## config.mk

```make
export PLATFORM = sky130hd
export DESIGN_NAME = spi_target_flat
export DESIGN_NICKNAME = d
export VERILOG_FILES = /design/src/rtl/spi_target_pkg.sv /design/src/rtl/spi_target_if.sv /design/src/rtl/spi_target_fifo.sv /design/src/rtl/spi_target.sv /design/src/flat_wrapper.sv
export SDC_FILE = /design/constraint.sdc
export NUM_CORES = 1
export LEC_CHECK = 0
export ABC_CLOCK_PERIOD_IN_PS = 2910
export CAP_MARGIN = 20
export CORE_MARGIN = 5
export CORE_UTILIZATION = 42
export CTS_CLUSTER_DIAMETER = 60
export DETAILED_ROUTE_END_ITERATION = 6
export PLACE_DENSITY = 0.68
export SLEW_MARGIN = 20
export SYNTH_ARGS = -nofsm -noshare
export SYNTH_HDL_FRONTEND = slang
export SYNTH_HIERARCHICAL = 1
export SYNTH_SLANG_ARGS = --single-unit
```

## constraint.sdc

```tcl
create_clock -name clk -period 2.91 [get_ports clk]
set_input_delay 0.4365 -clock clk [delete_from_list [all_inputs] [get_ports clk]]
set_output_delay 0.4365 -clock clk [all_outputs]
set_load 0.01 [all_outputs]
```

## src/rtl/spi_target_pkg.sv

```systemverilog
// spi_target_pkg: shared constants, status bit map and helpers for the SPI target.
package spi_target_pkg;

    localparam int unsigned DATA_W = 32;
    localparam int unsigned STRB_W = 4;
    localparam int unsigned BYTE_W = 8;

    // Register select (address bit 2 decoded by the bus fabric)
    localparam logic REG_DATA = 1'b0;
    localparam logic REG_STAT = 1'b1;

    // STATUS / CTRL bit indices
    localparam int unsigned ST_RX_NE     = 0;
    localparam int unsigned ST_RX_FULL   = 1;
    localparam int unsigned ST_TX_EMPTY  = 2;
    localparam int unsigned ST_RX_OVR    = 3;
    localparam int unsigned ST_TX_UDR    = 4;
    localparam int unsigned ST_CS_ACTIVE = 5;
    localparam int unsigned ST_TX_OVR    = 6;
    localparam int unsigned ST_IRQ_EN    = 8;

    // Value returned by a DATA read with the RX FIFO empty
    localparam logic [DATA_W-1:0] EMPTY_READ = 32'hFFFF_FFFF;

    // Assemble the STATUS read word; unlisted bits read 0
    function automatic logic [DATA_W-1:0] pack_status(
        input logic rx_ne,
        input logic rx_full,
        input logic tx_empty,
        input logic rx_ovr,
        input logic tx_udr,
        input logic cs_active,
        input logic tx_ovr,
        input logic irq_en
    );
        logic [DATA_W-1:0] s;
        s               = '0;
        s[ST_RX_NE]     = rx_ne;
        s[ST_RX_FULL]   = rx_full;
        s[ST_TX_EMPTY]  = tx_empty;
        s[ST_RX_OVR]    = rx_ovr;
        s[ST_TX_UDR]    = tx_udr;
        s[ST_CS_ACTIVE] = cs_active;
        s[ST_TX_OVR]    = tx_ovr;
        s[ST_IRQ_EN]    = irq_en;
        return s;
    endfunction

endpackage

```

## src/rtl/spi_target_if.sv

```systemverilog
// spi_target_if: CPU-side valid/ready register bus of the SPI target.
//   master: valid, ctrl (register select), wstrb, wdata -> ; <- rdata, ready, irq
//   slave : mirror of master
interface spi_target_if;
    import spi_target_pkg::*;

    logic              valid;
    logic              ctrl;
    logic [STRB_W-1:0] wstrb;
    logic [DATA_W-1:0] wdata;
    logic [DATA_W-1:0] rdata;
    logic              ready;
    logic              irq;

    modport master (output valid, ctrl, wstrb, wdata, input rdata, ready, irq);
    modport slave  (input valid, ctrl, wstrb, wdata, output rdata, ready, irq);
endinterface

```

## src/rtl/spi_target_fifo.sv

```systemverilog
// spi_target_fifo: DEPTH x 8 synchronous FIFO; simultaneous push and pop both succeed.
//   push/din   : write a byte (ignored when full)
//   pop        : drop the head (ignored when empty)
//   dout_c     : head byte, ne_c: not empty, full_c: full (combinational from state)
module spi_target_fifo
    import spi_target_pkg::*;
#(
    parameter int unsigned DEPTH = 4
) (
    input  logic              clk,
    input  logic              rst_n,
    input  logic              push,
    input  logic [BYTE_W-1:0] din,
    input  logic              pop,
    output logic [BYTE_W-1:0] dout_c,
    output logic              ne_c,
    output logic              full_c
);
    localparam int unsigned AW = $clog2(DEPTH);
    localparam int unsigned CW = AW + 1;

    logic [DEPTH-1:0][BYTE_W-1:0] mem_q, mem_d;
    logic [AW-1:0]                wr_ptr_q, wr_ptr_d;
    logic [AW-1:0]                rd_ptr_q, rd_ptr_d;
    logic [CW-1:0]                cnt_q, cnt_d;
    logic                         do_push, do_pop;

    assign ne_c    = (cnt_q != '0);
    assign full_c  = (cnt_q == CW'(DEPTH));
    assign dout_c  = mem_q[rd_ptr_q];
    assign do_push = push & ~full_c;
    assign do_pop  = pop & ne_c;

    // Pointer and count update; pointers wrap naturally since DEPTH is a power of 2
    always_comb begin
        mem_d    = mem_q;
        wr_ptr_d = wr_ptr_q;
        rd_ptr_d = rd_ptr_q;
        if (do_push) begin
            mem_d[wr_ptr_q] = din;
            wr_ptr_d        = wr_ptr_q + AW'(1);
        end
        if (do_pop) begin
            rd_ptr_d = rd_ptr_q + AW'(1);
        end
        cnt_d = cnt_q + CW'(do_push) - CW'(do_pop);
    end

    always_ff @(posedge clk) begin
        if (!rst_n) begin
            mem_q    <= '0;
            wr_ptr_q <= '0;
            rd_ptr_q <= '0;
            cnt_q    <= '0;
        end else begin
            mem_q    <= mem_d;
            wr_ptr_q <= wr_ptr_d;
            rd_ptr_q <= rd_ptr_d;
            cnt_q    <= cnt_d;
        end
    end

endmodule

```

## src/rtl/spi_target.sv

```systemverilog
// spi_target: mode-3 SPI target with CPU register window (DATA / STATUS-CTRL).
//   clk, rst_n         : system clock, synchronous active-low reset
//   bus (slave)        : valid/ready register bus, level irq
//   spi_cen/sclk/mosi  : SPI pins from the external master (asynchronous)
//   spi_miso, _oe      : serial data out and its output enable
module spi_target
    import spi_target_pkg::*;
#(
    parameter int unsigned FIFO_DEPTH  = 4,
    parameter int unsigned SYNC_STAGES = 2   // minimum 2
) (
    input  logic         clk,
    input  logic         rst_n,
    spi_target_if.slave  bus,
    input  logic         spi_cen,
    input  logic         spi_sclk,
    input  logic         spi_mosi,
    output logic         spi_miso,
    output logic         spi_miso_oe
);
    localparam int unsigned SW = SYNC_STAGES;

    // Synchronizers; sync_vld marks when the chains hold only real pin samples
    logic [SW-1:0] sclk_sync_q, sclk_sync_d;
    logic [SW-1:0] cen_sync_q,  cen_sync_d;
    logic [SW-1:0] mosi_sync_q, mosi_sync_d;
    logic [SW-1:0] sync_vld_q,  sync_vld_d;

    logic sclk_s, cen_s, mosi_s;
    logic sclk_prev_q, sclk_prev_d;
    logic cen_prev_q,  cen_prev_d;
    logic sclk_rise, sclk_fall, cen_fall;

    logic [BYTE_W-1:0] tx_shift_q, tx_shift_d;
    logic [BYTE_W-1:0] rx_shift_q, rx_shift_d;
    logic [2:0]        bit_cnt_q,  bit_cnt_d;
    logic              frame_q, frame_d;
    logic              first_fall_q, first_fall_d;
    logic              load_pending_q, load_pending_d;
    logic [BYTE_W-1:0] hold_q, hold_d;
    logic              hold_full_q, hold_full_d;
    logic              rx_ovr_q, rx_ovr_d;
    logic              tx_udr_q, tx_udr_d;
    logic              tx_ovr_q, tx_ovr_d;
    logic              irq_en_q, irq_en_d;
    logic              irq_q, irq_d;
    logic              ready_q, ready_d;
    logic [DATA_W-1:0] rdata_q, rdata_d;

    logic              acc, wr_req, rd_req, tx_load;
    logic              fifo_push, fifo_pop, fifo_ne, fifo_full;
    logic [BYTE_W-1:0] fifo_dout, rx_byte;
    logic              unused_wdata;

    assign unused_wdata = ^{bus.wdata[DATA_W-1:9], bus.wdata[5], bus.wdata[2:0]};

    assign sclk_sync_d = {sclk_sync_q[SW-2:0], spi_sclk};
    assign cen_sync_d  = {cen_sync_q[SW-2:0],  spi_cen};
    assign mosi_sync_d = {mosi_sync_q[SW-2:0], spi_mosi};
    assign sync_vld_d  = {sync_vld_q[SW-2:0],  1'b1};

    assign sclk_s = sclk_sync_q[SW-1];
    assign cen_s  = cen_sync_q[SW-1];
    assign mosi_s = mosi_sync_q[SW-1];

    // cen_prev stays 0 until real samples arrive, so a cen held low through
    // reset is never mistaken for a fresh frame start
    assign sclk_prev_d = sclk_s;
    assign cen_prev_d  = sync_vld_q[SW-1] ? cen_s : 1'b0;

    assign sclk_rise = sclk_s & ~sclk_prev_q;
    assign sclk_fall = ~sclk_s & sclk_prev_q;
    assign cen_fall  = ~cen_s & cen_prev_q;

    assign acc     = bus.valid & ~ready_q;
    assign wr_req  = acc & (|bus.wstrb);
    assign rd_req  = acc & ~(|bus.wstrb);
    assign rx_byte = {rx_shift_q[6:0], mosi_s};

    // Next-state for SPI engine, holding register, sticky flags and bus response
    always_comb begin
        tx_shift_d     = tx_shift_q;
        rx_shift_d     = rx_shift_q;
        bit_cnt_d      = bit_cnt_q;
        frame_d        = frame_q;
        first_fall_d   = first_fall_q;
        load_pending_d = load_pending_q;
        hold_d         = hold_q;
        hold_full_d    = hold_full_q;
        rx_ovr_d       = rx_ovr_q;
        tx_udr_d       = tx_udr_q;
        tx_ovr_d       = tx_ovr_q;
        irq_en_d       = irq_en_q;
        irq_d          = irq_en_q & fifo_ne;
        ready_d        = acc;
        rdata_d        = '0;
        fifo_push      = 1'b0;
        fifo_pop       = 1'b0;
        tx_load        = 1'b0;

        // CTRL write first, so a sticky flag set in the same cycle survives
        if (wr_req && bus.ctrl == REG_STAT) begin
            irq_en_d = bus.wdata[ST_IRQ_EN];
            if (bus.wdata[ST_RX_OVR]) rx_ovr_d = 1'b0;
            if (bus.wdata[ST_TX_UDR]) tx_udr_d = 1'b0;
            if (bus.wdata[ST_TX_OVR]) tx_ovr_d = 1'b0;
        end

        if (cen_fall) begin
            frame_d        = 1'b1;
            bit_cnt_d      = '0;
            rx_shift_d     = '0;
            load_pending_d = 1'b0;
            first_fall_d   = 1'b1;
            tx_load        = 1'b1;
        end else if (cen_s) begin
            // Deselected (or aborted): drop any partial byte
            frame_d        = 1'b0;
            bit_cnt_d      = '0;
            rx_shift_d     = '0;
            load_pending_d = 1'b0;
            first_fall_d   = 1'b0;
        end else if (frame_q) begin
            if (sclk_rise) begin
                rx_shift_d = rx_byte;
                bit_cnt_d  = bit_cnt_q + 3'd1;
                if (bit_cnt_q == 3'd7) begin
                    load_pending_d = 1'b1;
                    if (fifo_full) rx_ovr_d  = 1'b1;
                    else           fifo_push = 1'b1;
                end
            end else if (sclk_fall) begin
                // The first fall of a frame only re-drives bit 7 loaded at cen fall
                if (load_pending_q) begin
                    tx_load        = 1'b1;
                    load_pending_d = 1'b0;
                end else if (first_fall_q) begin
                    first_fall_d = 1'b0;
                end else begin
                    tx_shift_d = {tx_shift_q[6:0], 1'b0};
                end
            end
        end

        if (tx_load) begin
            if (hold_full_q) begin
                tx_shift_d  = hold_q;
                hold_full_d = 1'b0;
            end else begin
                tx_shift_d = '0;
                tx_udr_d   = 1'b1;
            end
        end

        // DATA write after the SPI load, so a freed holding register accepts it
        if (wr_req && bus.ctrl == REG_DATA && bus.wstrb[0]) begin
            if (hold_full_d) begin
                tx_ovr_d = 1'b1;
            end else begin
                hold_d      = bus.wdata[BYTE_W-1:0];
                hold_full_d = 1'b1;
            end
        end

        if (rd_req) begin
            if (bus.ctrl == REG_DATA) begin
                if (fifo_ne) begin
                    rdata_d  = {24'h0, fifo_dout};
                    fifo_pop = 1'b1;
                end else begin
                    rdata_d = EMPTY_READ;
                end
            end else begin
                rdata_d = pack_status(fifo_ne, fifo_full, ~hold_full_q, rx_ovr_q,
                                      tx_udr_q, ~cen_s, tx_ovr_q, irq_en_q);
            end
        end
    end

    always_ff @(posedge clk) begin
        if (!rst_n) begin
            sclk_sync_q    <= '1;
            cen_sync_q     <= '1;
            mosi_sync_q    <= '0;
            sync_vld_q     <= '0;
            sclk_prev_q    <= 1'b1;
            cen_prev_q     <= 1'b0;
            tx_shift_q     <= '0;
            rx_shift_q     <= '0;
            bit_cnt_q      <= '0;
            frame_q        <= 1'b0;
            first_fall_q   <= 1'b0;
            load_pending_q <= 1'b0;
            hold_q         <= '0;
            hold_full_q    <= 1'b0;
            rx_ovr_q       <= 1'b0;
            tx_udr_q       <= 1'b0;
            tx_ovr_q       <= 1'b0;
            irq_en_q       <= 1'b0;
            irq_q          <= 1'b0;
            ready_q        <= 1'b0;
            rdata_q        <= '0;
        end else begin
            sclk_sync_q    <= sclk_sync_d;
            cen_sync_q     <= cen_sync_d;
            mosi_sync_q    <= mosi_sync_d;
            sync_vld_q     <= sync_vld_d;
            sclk_prev_q    <= sclk_prev_d;
            cen_prev_q     <= cen_prev_d;
            tx_shift_q     <= tx_shift_d;
            rx_shift_q     <= rx_shift_d;
            bit_cnt_q      <= bit_cnt_d;
            frame_q        <= frame_d;
            first_fall_q   <= first_fall_d;
            load_pending_q <= load_pending_d;
            hold_q         <= hold_d;
            hold_full_q    <= hold_full_d;
            rx_ovr_q       <= rx_ovr_d;
            tx_udr_q       <= tx_udr_d;
            tx_ovr_q       <= tx_ovr_d;
            irq_en_q       <= irq_en_d;
            irq_q          <= irq_d;
            ready_q        <= ready_d;
            rdata_q        <= rdata_d;
        end
    end

    spi_target_fifo #(
        .DEPTH (FIFO_DEPTH)
    ) u_fifo (
        .clk    (clk),
        .rst_n  (rst_n),
        .push   (fifo_push),
        .din    (rx_byte),
        .pop    (fifo_pop),
        .dout_c (fifo_dout),
        .ne_c   (fifo_ne),
        .full_c (fifo_full)
    );

    assign bus.rdata   = rdata_q;
    assign bus.ready   = ready_q;
    assign bus.irq     = irq_q;
    assign spi_miso    = tx_shift_q[7];
    assign spi_miso_oe = ~cen_s;

endmodule

```

## src/flat_wrapper.sv

```systemverilog
// flat-port wrapper written by rule: the top's interface ports become plain ports
module spi_target_flat import spi_target_pkg::*;
#(
    parameter int unsigned FIFO_DEPTH  = 4,
    parameter int unsigned SYNC_STAGES = 2               
)
  (clk, rst_n, spi_cen, spi_sclk, spi_mosi, spi_miso, spi_miso_oe, bus_valid, bus_ctrl, bus_wstrb, bus_wdata, bus_rdata, bus_ready, bus_irq);
  spi_target_if bus_i ();
  input  logic clk;
  input  logic rst_n;
  input  logic spi_cen;
  input  logic spi_sclk;
  input  logic spi_mosi;
  output logic spi_miso;
  output logic spi_miso_oe;
  input wire logic [$bits(bus_i.valid)-1:0] bus_valid;
  input wire logic [$bits(bus_i.ctrl)-1:0] bus_ctrl;
  input wire logic [$bits(bus_i.wstrb)-1:0] bus_wstrb;
  input wire logic [$bits(bus_i.wdata)-1:0] bus_wdata;
  output wire logic [$bits(bus_i.rdata)-1:0] bus_rdata;
  output wire logic [$bits(bus_i.ready)-1:0] bus_ready;
  output wire logic [$bits(bus_i.irq)-1:0] bus_irq;
  assign bus_i.valid = bus_valid;
  assign bus_i.ctrl = bus_ctrl;
  assign bus_i.wstrb = bus_wstrb;
  assign bus_i.wdata = bus_wdata;
  assign bus_rdata = bus_i.rdata;
  assign bus_ready = bus_i.ready;
  assign bus_irq = bus_i.irq;
  spi_target #(.FIFO_DEPTH(FIFO_DEPTH), .SYNC_STAGES(SYNC_STAGES)) u_core (.clk(clk), .rst_n(rst_n), .bus(bus_i), .spi_cen(spi_cen), .spi_sclk(spi_sclk), .spi_mosi(spi_mosi), .spi_miso(spi_miso), .spi_miso_oe(spi_miso_oe));
endmodule
```

==> out/results.txt, run 1 <==
Outcome - complete, no violations
Reg power frac - 0.583
CTS tree - yes
Critical Path AT - 3050 ps
Initial Util - 0.4242
Die Ht - 108.4 um
DRC - 0
Worst Path Buf+Inv - 2
Clk slew on worst S/H paths - 100 ps
Worst path cell trace - clkdlybuf4s50_1, or4_4, nor4b_4, o31a_1, ha_1, inv_1, ha_1, fa_1, xnor2_1, xnor2_1, and2_1
Clk_lat worst skew - 370 ps
Initial antenna violation count - 0
CP Data Required Time - 3170 ps
Placed cell area - 0.004616 sq mm
Final ANT Viol Nets - 0
P_leak - 1.732 nW
Hold Vio Cnt, Final - 0
Worst setup path class - input port to flip-flop
Syn nets - 474
Largest net degree at the start of global routing - 54
Critical path's top delay family - simple AND/OR/NAND/NOR gates
# setup viols final - 0
Area Growth Syn to Fin - 19.03%
P per Cell Area - 469.1 mW/mm^2
Sequential area share after synthesis - 0.4673
Combinational share of power - 0.043
Die ar. - 0.01176 sq mm
Vias per cell - 4.905
Clock root buffer - clkbuf_8
Worst slew pin tran - 676.2 ps
Clock sink total - 95
Number of global-route vias before repair - 2786
Max VDD drop - 264.4 uV
# H-tree levels - 3
Slowest-stage cell, CP - or4_4
Final Skew - 17.09 ps
Routed WL - 8.122 mm
I/O pins - 79
Sw Ratio - 0.2431
Layout net count - 511
Worst rel slew slack - 0.5487
Async S/R FF share, synth - 0
Average cell area after synthesis - 9.645 sq um
Port Buffers - 55
Synthesis-stage register bit count - 95
Crit path max fanout - 2
Fill cells - 887
DP Cell Count - 581
Number of flops mapped to enable cells by yosys - 0
Startpoint class of the critical path - input port
Die width - 108.4 um
Ys flop type - dfxtp_1
Non-filler instance count after layout - 597
Mapped Area - 0.004070 sq mm
Global-route wire length before repair - 13.51 mm
Number of DRC markers in iteration 0 - 188
RSZ-0062 raised after global routing - false
Number of antenna diodes - 0
P_sw - 0.5526 mW
Total power - 2.273 mW
Finished Cell Area - 0.004845 sq mm
Total track usage - 0.1450
Synth Warn # - 6
Critical Path Sink Type - flip-flop
Fraction of layout cells with a size suffix above 1 - 0.1228
Maximum clock rate - 358.5 MHz
DRT Pass-1 Iters - 4
Clock share of power - 0.374
Max cap viols - 0
Post-CTS setup buffers - 0
Cell row count - 36
Synth Instances - 422
Final min period - 2790 ps
Synth cell types - 46
Hold Crit Class - flip-flop to flip-flop
Critical Path Max Stage Delay - 570 ps
Total number of vias - 2928
Hold-fix buffers, CTS - 0
Clock buffer depth - 2
Hold_ws - 398.7 ps
Remaining Overflow, GRT - 0
GPL Wtd Cong - 0.8360
Final Slew Violations - 0
Post-detail-place hpwl - 5.762 mm
Core Area - 0.009594 sq mm
DR WL/cell - 13.60 um
Power Internal - 1.720 mW
CTS Buf Count - 9
Crit share post-route - 0.9586
-- layout by cell type (no fill, tap or decap), types with 9 or more instances in the layout --
master           instances
a21oi_1                 21
and2_1                  15
buf_4                   13
clkbuf_8                10
clkdlybuf4s50_1         54
dfxtp_1                 95
inv_1                    9
mux2i_1                 42
nand2_1                 82
nor2_1                  16
o21ai_0                 17
-- cells in the mapped netlist (9+ instances only) --
cell type,number,area (sq um)
nand2_1,82,307.8
mux2i_1,42,420.4
nor2_1,16,60.06
buf_4,23,172.7
clkbuf_1,13,48.80
inv_1,9,33.78
dfxtp_1,95,1902
o21ai_0,17,85.08
and2_1,15,93.84
a21oi_1,21,105.1
-- kinds of logic after synthesis --
| group | after synthesis | share of synthesized area |
|---|---|---|
| and+or+nand+nor | 159 | 0.1918 |
| DFF | 95 | 0.4673 |
| AOI/OAI and AO/OA | 53 | 0.07993 |
| buffers and inverters | 51 | 0.07316 |
| muxes | 50 | 0.1476 |
| adders and majority gates | 9 | 0.02951 |
| xor gates and xnor gates | 5 | 0.01076 |
-- power by group through the flow --
stage	sequential [mW]	clock (mW)	combinational, mW
2_1_floorplan	1.35	0	0.0524
3_3_place_gp	1.35	0	0.0968
3_5_place_dp	1.35	0	0.0978
4_1_cts	1.32	0.870	0.0984
5_1_grt	1.33	0.921	0.109
6_report	1.32	0.851	0.0977
-- per-layer routing --
layer	track usage	vias to the layer above	routed length [um]
met3	0.03701	9	491
met5	0	-	0
met1	0.1832	1365	3710
met2	0.2383	75	3823
li1	-	1479	-
met4	0.05410	0	96
-- registers in the layout (all words and copies together) (netlist names), 2 cells and up --
register and count:
u_core/bit_cnt_q 3, u_core/bus.rdata 10, u_core/cen_sync_q 2, u_core/hold_q 8, u_core/mosi_sync_q 2, u_core/rx_shift_q 7, u_core/sclk_sync_q 2, u_core/sync_vld_q 2
u_core/tx_shift_q 8, u_core/u_fifo/cnt_q 3, u_core/u_fifo/mem_q 32, u_core/u_fifo/rd_ptr_q 2, u_core/u_fifo/wr_ptr_q 2
-- area by class of cell --
class | instances | area, sq um | area share
Clock buffer | 10 | 137.6 | 0.02841
Inverter | 9 | 33.78 | 0.006973
Multi-Input combinational cell | 276 | 1903 | 0.3928
Clock inverter | 6 | 58.81 | 0.01214
Sequential cell | 95 | 1902 | 0.3926
Timing Repair Buffer | 68 | 643.1 | 0.1327
Tap cell | 133 | 166.4 | 0.03435
-- per-stage QoR --
step | worst slack [ps] | setup TNS [ps] | util
CTS | 70.64 | 0 | 0.5022
global placement | -326.0 | -492.2 | 0.4811
global route | 17.35 | 0 | 0.5050
finish | 120.3 | 0 | 0.5050
detailed placement | -395.5 | -645.1 | 0.4811
floorplan | 53.56 | 0 | -
-- path summary, 6_finish.rpt --
check	end	cells past startpoint	slack (ps)	from
setup / recovery	u_core/u_fifo/cnt_q[2]	11	120	bus_wstrb[1]
setup reg to reg	u_core/u_fifo/cnt_q[2]	13	250	u_core/bit_cnt_q[0]
hold / removal	u_core/cen_sync_q[1]	1	400	u_core/cen_sync_q[0]
hold reg to reg	u_core/cen_sync_q[1]	1	400	u_core/cen_sync_q[0]
-- timing repair --
item / 4_1_cts / 5_1_grt
setup endpoints to repair: 1 / 1
gates resized for setup: 1 / 4
pin swaps: 0 / 2
Power figures use the tool's default switching activity.
==> run 2, diff against run 1 <==
--- a/config.mk
+++ b/config.mk
@@ -17,3 +17,4 @@
 export SYNTH_HDL_FRONTEND = slang
 export SYNTH_HIERARCHICAL = 1
 export SYNTH_SLANG_ARGS = --single-unit
+export TNS_END_PERCENT = 100
==> results of run 2 <==
The final DEF is identical to that of run 1; final timing and power are the same.
